===== src/rtl/rtc_pkg.sv =====
// Stopwatch control state encoding and per-state datapath strobes,
// shared with the timer, counter and display blocks that decode o_state.
package rtc_pkg;

    typedef enum logic [1:0] {
        IDLE  = 2'b00,
        RUN   = 2'b01,
        PAUSE = 2'b10,
        LAP   = 2'b11
    } state_t;

    typedef struct packed {
        logic count_init;
        logic count_enb;
        logic latch_count;
    } ctrl_t;

    // Strobe pattern each state drives onto the datapath
    function automatic ctrl_t state_ctrl(input state_t s);
        ctrl_t c;
        c = '{count_init: 1'b0, count_enb: 1'b0, latch_count: 1'b1};
        case (s)
            IDLE:    c.count_init = 1'b1;
            RUN:     c.count_enb  = 1'b1;
            PAUSE:   c.count_enb  = 1'b0;
            LAP:     begin
                c.count_enb   = 1'b1;
                c.latch_count = 1'b0;
            end
            default: c.count_init = 1'b1;
        endcase
        return c;
    endfunction

endpackage


===== src/rtl/rtc_debounce.sv =====
// Two-flop synchroniser plus debouncer for one raw push button; emits the
// accepted stable level and a one-cycle pulse on each accepted press.
module rtc_debounce #(
    parameter int unsigned DB_CYCLES = 1000000
) (
    input  logic i_sclk,
    input  logic i_reset_n,
    input  logic i_raw,
    output logic o_level,
    output logic o_press
);

    localparam int unsigned CW = $clog2(DB_CYCLES + 1);
    localparam logic [CW-1:0] CNT_LAST = CW'(DB_CYCLES - 1);

    logic          sync1;
    logic          sync2;
    logic [CW-1:0] cnt;

    // Level flips on the cycle the sample has disagreed DB_CYCLES times in a row
    always_ff @(posedge i_sclk) begin
        if (!i_reset_n) begin
            sync1   <= 1'b0;
            sync2   <= 1'b0;
            cnt     <= '0;
            o_level <= 1'b0;
            o_press <= 1'b0;
        end else begin
            sync1   <= i_raw;
            sync2   <= sync1;
            o_press <= 1'b0;
            if (sync2 == o_level) begin
                cnt <= '0;
            end else if (cnt == CNT_LAST) begin
                cnt     <= '0;
                o_level <= sync2;
                o_press <= sync2;
            end else begin
                cnt <= cnt + CW'(1);
            end
        end
    end

endmodule


===== src/rtl/rtc_trigger_ctrl.sv =====
// Two-button stopwatch controller: start/stop and lap/clear buttons drive the
// mode FSM, which registers the timer/counter/display control strobes.
module rtc_trigger_ctrl
    import rtc_pkg::*;
#(
    parameter int unsigned DB_CYCLES   = 1000000,
    parameter int unsigned HOLD_CYCLES = 200000000
) (
    input  logic       i_sclk,
    input  logic       i_reset_n,
    input  logic       i_trigger,
    input  logic       i_lap,
    output logic       o_count_init,
    output logic       o_count_enb,
    output logic       o_latch_count,
    output logic [1:0] o_state,
    output logic       o_lap_pulse
);

    localparam int unsigned HW = $clog2(HOLD_CYCLES + 1);
    localparam logic [HW-1:0] HOLD_LAST = HW'(HOLD_CYCLES - 1);
    localparam logic [HW-1:0] HOLD_MAX  = HW'(HOLD_CYCLES);

    state_t        state;
    state_t        state_nxt;
    logic [HW-1:0] hold_cnt;
    logic          trig_level_unused;
    logic          trig_press;
    logic          lap_level;
    logic          lap_press;
    logic          hold_active_c;
    logic          clear_c;

    rtc_debounce #(.DB_CYCLES(DB_CYCLES)) u_db_trigger (
        .i_sclk    (i_sclk),
        .i_reset_n (i_reset_n),
        .i_raw     (i_trigger),
        .o_level   (trig_level_unused),
        .o_press   (trig_press)
    );

    rtc_debounce #(.DB_CYCLES(DB_CYCLES)) u_db_lap (
        .i_sclk    (i_sclk),
        .i_reset_n (i_reset_n),
        .i_raw     (i_lap),
        .o_level   (lap_level),
        .o_press   (lap_press)
    );

    // Long-press clear fires once, on the cycle the hold count reaches its limit
    assign hold_active_c = (state == PAUSE) && lap_level;
    assign clear_c       = hold_active_c && (hold_cnt == HOLD_LAST);

    // Start press outranks both lap press and long-press clear
    always_comb begin
        state_nxt = state;
        case (state)
            IDLE:  if (trig_press) state_nxt = RUN;
            RUN:   if (trig_press) state_nxt = PAUSE;
                   else if (lap_press) state_nxt = LAP;
            PAUSE: if (trig_press) state_nxt = RUN;
                   else if (clear_c) state_nxt = IDLE;
            LAP:   if (trig_press) state_nxt = PAUSE;
                   else if (lap_press) state_nxt = RUN;
            default: state_nxt = IDLE;
        endcase
    end

    always_ff @(posedge i_sclk) begin
        if (!i_reset_n) begin
            state         <= IDLE;
            hold_cnt      <= '0;
            o_count_init  <= 1'b1;
            o_count_enb   <= 1'b0;
            o_latch_count <= 1'b1;
            o_lap_pulse   <= 1'b0;
        end else begin
            state <= state_nxt;
            {o_count_init, o_count_enb, o_latch_count} <= state_ctrl(state_nxt);
            o_lap_pulse <= (state_nxt == LAP) && (state != LAP);
            if (!hold_active_c || trig_press) begin
                hold_cnt <= '0;
            end else if (hold_cnt != HOLD_MAX) begin
                hold_cnt <= hold_cnt + HW'(1);
            end
        end
    end

    assign o_state = state;

endmodule


===== config.mk =====
export PLATFORM = sky130hd
export DESIGN_NAME = rtc_trigger_ctrl
export DESIGN_NICKNAME = d
export VERILOG_FILES = /design/src/rtl/rtc_pkg.sv /design/src/rtl/rtc_debounce.sv /design/src/rtl/rtc_trigger_ctrl.sv
export SDC_FILE = /design/constraint.sdc
export NUM_CORES = 1
export LEC_CHECK = 0
export CORE_UTILIZATION = 50
export CTS_CLUSTER_DIAMETER = 200
export DETAILED_ROUTE_END_ITERATION = 10
export PLACE_DENSITY = 0.67
export SYNTH_ARGS = -nofsm -noshare
export SYNTH_HDL_FRONTEND = slang
export SYNTH_SLANG_ARGS = --single-unit

===== constraint.sdc =====
create_clock -name i_sclk -period 2.64 [get_ports i_sclk]
set_input_delay 0.66 -clock i_sclk [delete_from_list [all_inputs] [get_ports i_sclk]]
set_output_delay 0.66 -clock i_sclk [all_outputs]
set_load 0.005 [all_outputs]

==> qor.txt <==
CTS H-tree lvls: 3
First-pass GRT wire length: 11900 µm
I/O pin cnt: 10
Post-DP HPWL: 4730 µm
Hold Path Class: reg2reg
PwrDens: 546 mW/mm²
CTS Hold Bufs: 0
Site Rows: 31
Leakage: 1.26 nW
RSZ-0062 raised after global routing: no
Root buffer cell: clkbuf_8
Setup Buffers After CTS: 0
# placed instances: 520
Number of global-route vias before repair: 2725
Area leader, netlist: dfxtp_1
Die Area: 0.00784 mm²
Yosys cell types: 43
Die height: 88.6 µm
Worst setup EP type: flop
Final hold vios: 0
ANT nets after route: 0
Clock power share: 0.443
Ys flop type: dfxtp_1
Setup CP Type: reg2reg
Final instance count without filler cells: 536
Max Buffers Root-to-Sink: 2
Syn nets: 439
Sequential fraction of the synthesis area: 0.433
Crit path DAT: 2.37 ns
GPL Wtd Cong: 0.765
Mapped Area: 0.00375 mm²
Yosys reg bits: 81
Largest net degree at the start of global routing: 28
N_diodes: 0
Internal Power: 1.77 mW
Sw Share: 0.208
Final Cycle Share: 0.795
FF-to-FF path depth: 5
Yosys warning count: 0
Initial antenna violation count: 0
GRT Util Overall: 0.194
Wire length per cell: 13.1 µm
R2r startpoint: hold_cnt[1]$_SDFFE_PP0P_
Final-report setup violation count: 0
DRT Pass-1 Iters: 4
Nets: 440
Hold Path Cell Cnt: 1
Relative slew slack: 0.474
Synth top area share: 0.433
Reg clk slew, reported paths: 0.08 ns
Total grt overflow: 0
Crit start category: flop
Clk Latency, worst-skew pair: 0.34 ns
Synth Instances: 431
WP data required: 2.91 ns
DRC violations left: 0
Share of flip-flops with an asynchronous set or reset: 0
Initial Util: 0.517
Seq pwr share: 0.549
Avg Cell Area, Syn: 8.69 µm²
Hold EP: u_db_lap.sync2$_SDFF_PN0_
TNS Setup: 0 ns
Share of cells above drive strength 1: 0.0549
Clock period minus worst slack: 2.10 ns
CP max FO: 12
FF-to-FF End: hold_cnt[20]$_SDFFE_PP0P_
Clk sinks: 81
Clk_skew: 0.00655 ns
Post-CTS resize count: 0
Worst slew pin tran: 0.786 ns
Worst ir drop on vdd: 0.000327 V
Utilization after layout: 0.564
CTS tree: built
Hold slack final: 0.438 ns
WL final: 7030 µm
MaxCap Viol Count: 0
Num CTS Buffers: 9
Ranking of synthesized cells by area: dfxtp_1 (43%), xor2_1 (6.5%), a21oi_1 (4.7%)
Via/cell ratio: 5.66
Via Count: 3033
Number of port buffers: 9
Pwr Total: 2.23 mW
Combinational power share: 0.008
Die width: 88.6 µm
Synth-to-layout area growth: 9.18%
Core area: 0.00725 mm²
Achievable Freq: 477 MHz
Run status: finished clean
CP Launch Point: hold_cnt[1]$_SDFFE_PP0P_
Fillers: 679
Count of pins over their slew limit: 0
Sw Pwr: 0.464 mW
Drt first-iter violations: 69
HP Start: u_db_lap.sync1$_SDFF_PN0_
R2R setup slack: 0.54 ns
Post-synth EDFFs: 0
==> routing by layer <==
layer / GRT usage / share of wire / vias up
met5: 0 / 0 / -
met4: 0.0660 / 0.0050 / 0
met3: 0.0494 / 0.026 / 2
met2: 0.328 / 0.49 / 33
met1: 0.240 / 0.48 / 1416
li1: - / - / 1582
==> worst max-delay path, cell delays in order (launching register included) <==
cell	delay, ns
dfxtp_1	0.43
ha_1	0.26
and3_1	0.24
nand3_1	0.34
or4_1	0.60
a21oi_1	0.17
==> layout by cell type, fill, tap and decap left out, types with 2 or more instances in the layout <==
cell | netlist | layout
or2_2 | 2 | 2
dfxtp_1 | 81 | 81
bufinv_16 | 0 | 2
nand3_1 | 20 | 20
ha_1 | 4 | 4
or3_1 | 14 | 14
xor2_1 | 28 | 28
o21ai_0 | 14 | 14
nor2_1 | 36 | 36
nor4_1 | 9 | 9
a21o_1 | 2 | 2
nor3_1 | 4 | 4
and4_1 | 11 | 11
inv_1 | 17 | 17
a21oi_1 | 35 | 35
clkdlybuf4s50_1 | 0 | 9
nor4b_1 | 3 | 3
clkbuf_8 | 0 | 9
o21a_1 | 2 | 2
nand4_1 | 24 | 24
xnor2_1 | 7 | 7
nand2b_1 | 2 | 2
buf_4 | 1 | 3
and3_1 | 10 | 10
nand2_1 | 23 | 23
and2_1 | 11 | 11
o31ai_1 | 18 | 18
or4_1 | 18 | 18
==> power groups by stage <==
stage,combinational [mW],clock (mW),sequential [mW]
2_1_floorplan,0.0108,0,1.25
3_3_place_gp,0.0183,0,1.25
6_report,0.0184,0.988,1.23
4_1_cts,0.0188,1.02,1.23
5_1_grt,0.0209,1.07,1.23
3_5_place_dp,0.0188,0,1.25
==> registers in the layout (all words and copies together) (netlist names) <==
signal and flops:
u_db_lap.o_level 1, u_db_trigger.sync1 1, u_db_trigger.cnt 20, u_db_lap.o_press 1, u_db_trigger.o_press 1, u_db_lap.sync1 1, hold_cnt 28, o_lap_pulse 1
u_db_lap.sync2 1, u_db_trigger.sync2 1, o_count_init 1, u_db_lap.cnt 20, u_db_trigger.o_level 1, o_state 2, o_latch_count 1
==> cell usage after synthesis, types with 2 or more instances <==
library cell / instances
nor3_1: 4
inv_1: 17
or4_1: 18
or3_1: 14
nor4b_1: 3
nor4_1: 9
nand4_1: 24
dfxtp_1: 81
nor2_1: 36
ha_1: 4
o21ai_0: 14
xnor2_1: 7
nand3_1: 20
o21a_1: 2
and2_1: 11
buf_2: 6
a21oi_1: 35
and3_1: 10
nand2_1: 23
xor2_1: 28
a21o_1: 2
or2_2: 2
clkbuf_1: 12
nand2b_1: 2
o31ai_1: 18
and4_1: 11
buf_6: 2
==> worst max path at each step <==
stage	end	slack [ns]	cells after the start
floorplan	u_db_lap.cnt[10]$_SDFF_PP0_	0.90	7
detailed placement	u_db_lap.cnt[14]$_SDFF_PP0_	0.44	3
finish	hold_cnt[20]$_SDFFE_PP0P_	0.54	5
CTS	o_state[0]	0.53	1
global placement	u_db_lap.cnt[16]$_SDFF_PP0_	0.49	3
global route	hold_cnt[20]$_SDFFE_PP0P_	0.37	5
==> cell families (layout without fill, tap and decap cells) <==
| group | after synthesis | count (layout) | synth area share |
|---|---|---|---|
| fa+ha+maj | 4 | 4 | 0.0134 |
| simple gates | 195 | 195 | 0.303 |
| buf+inv | 39 | 45 | 0.0464 |
| compound gates | 77 | 77 | 0.123 |
| flops | 81 | 81 | 0.433 |
| xor+xnor | 35 | 35 | 0.0818 |
==> final cells by class <==
cell class              count  area, µm²  area share
clock buffers              10        128      0.0312
well taps                  99        124      0.0303
clock inverters             6       90.1      0.0220
inverters                  17       63.8      0.0156
multi-input cells         311       1950       0.477
repair buffers             12        113      0.0275
flip-flops and latches     81       1620       0.396
==> per-stage QoR <==
| step | cell area, µm² | setup slack (ns) |
|---|---|---|
| after global routing | 4090 | 0.375 |
| after detailed placement | 3870 | 0.443 |
| after CTS | 4090 | 0.529 |
| after global placement | 3870 | 0.486 |
| final | 4090 | 0.542 |
| after floorplan | 3750 | 0.899 |
(Power assumes the default switching activity.)
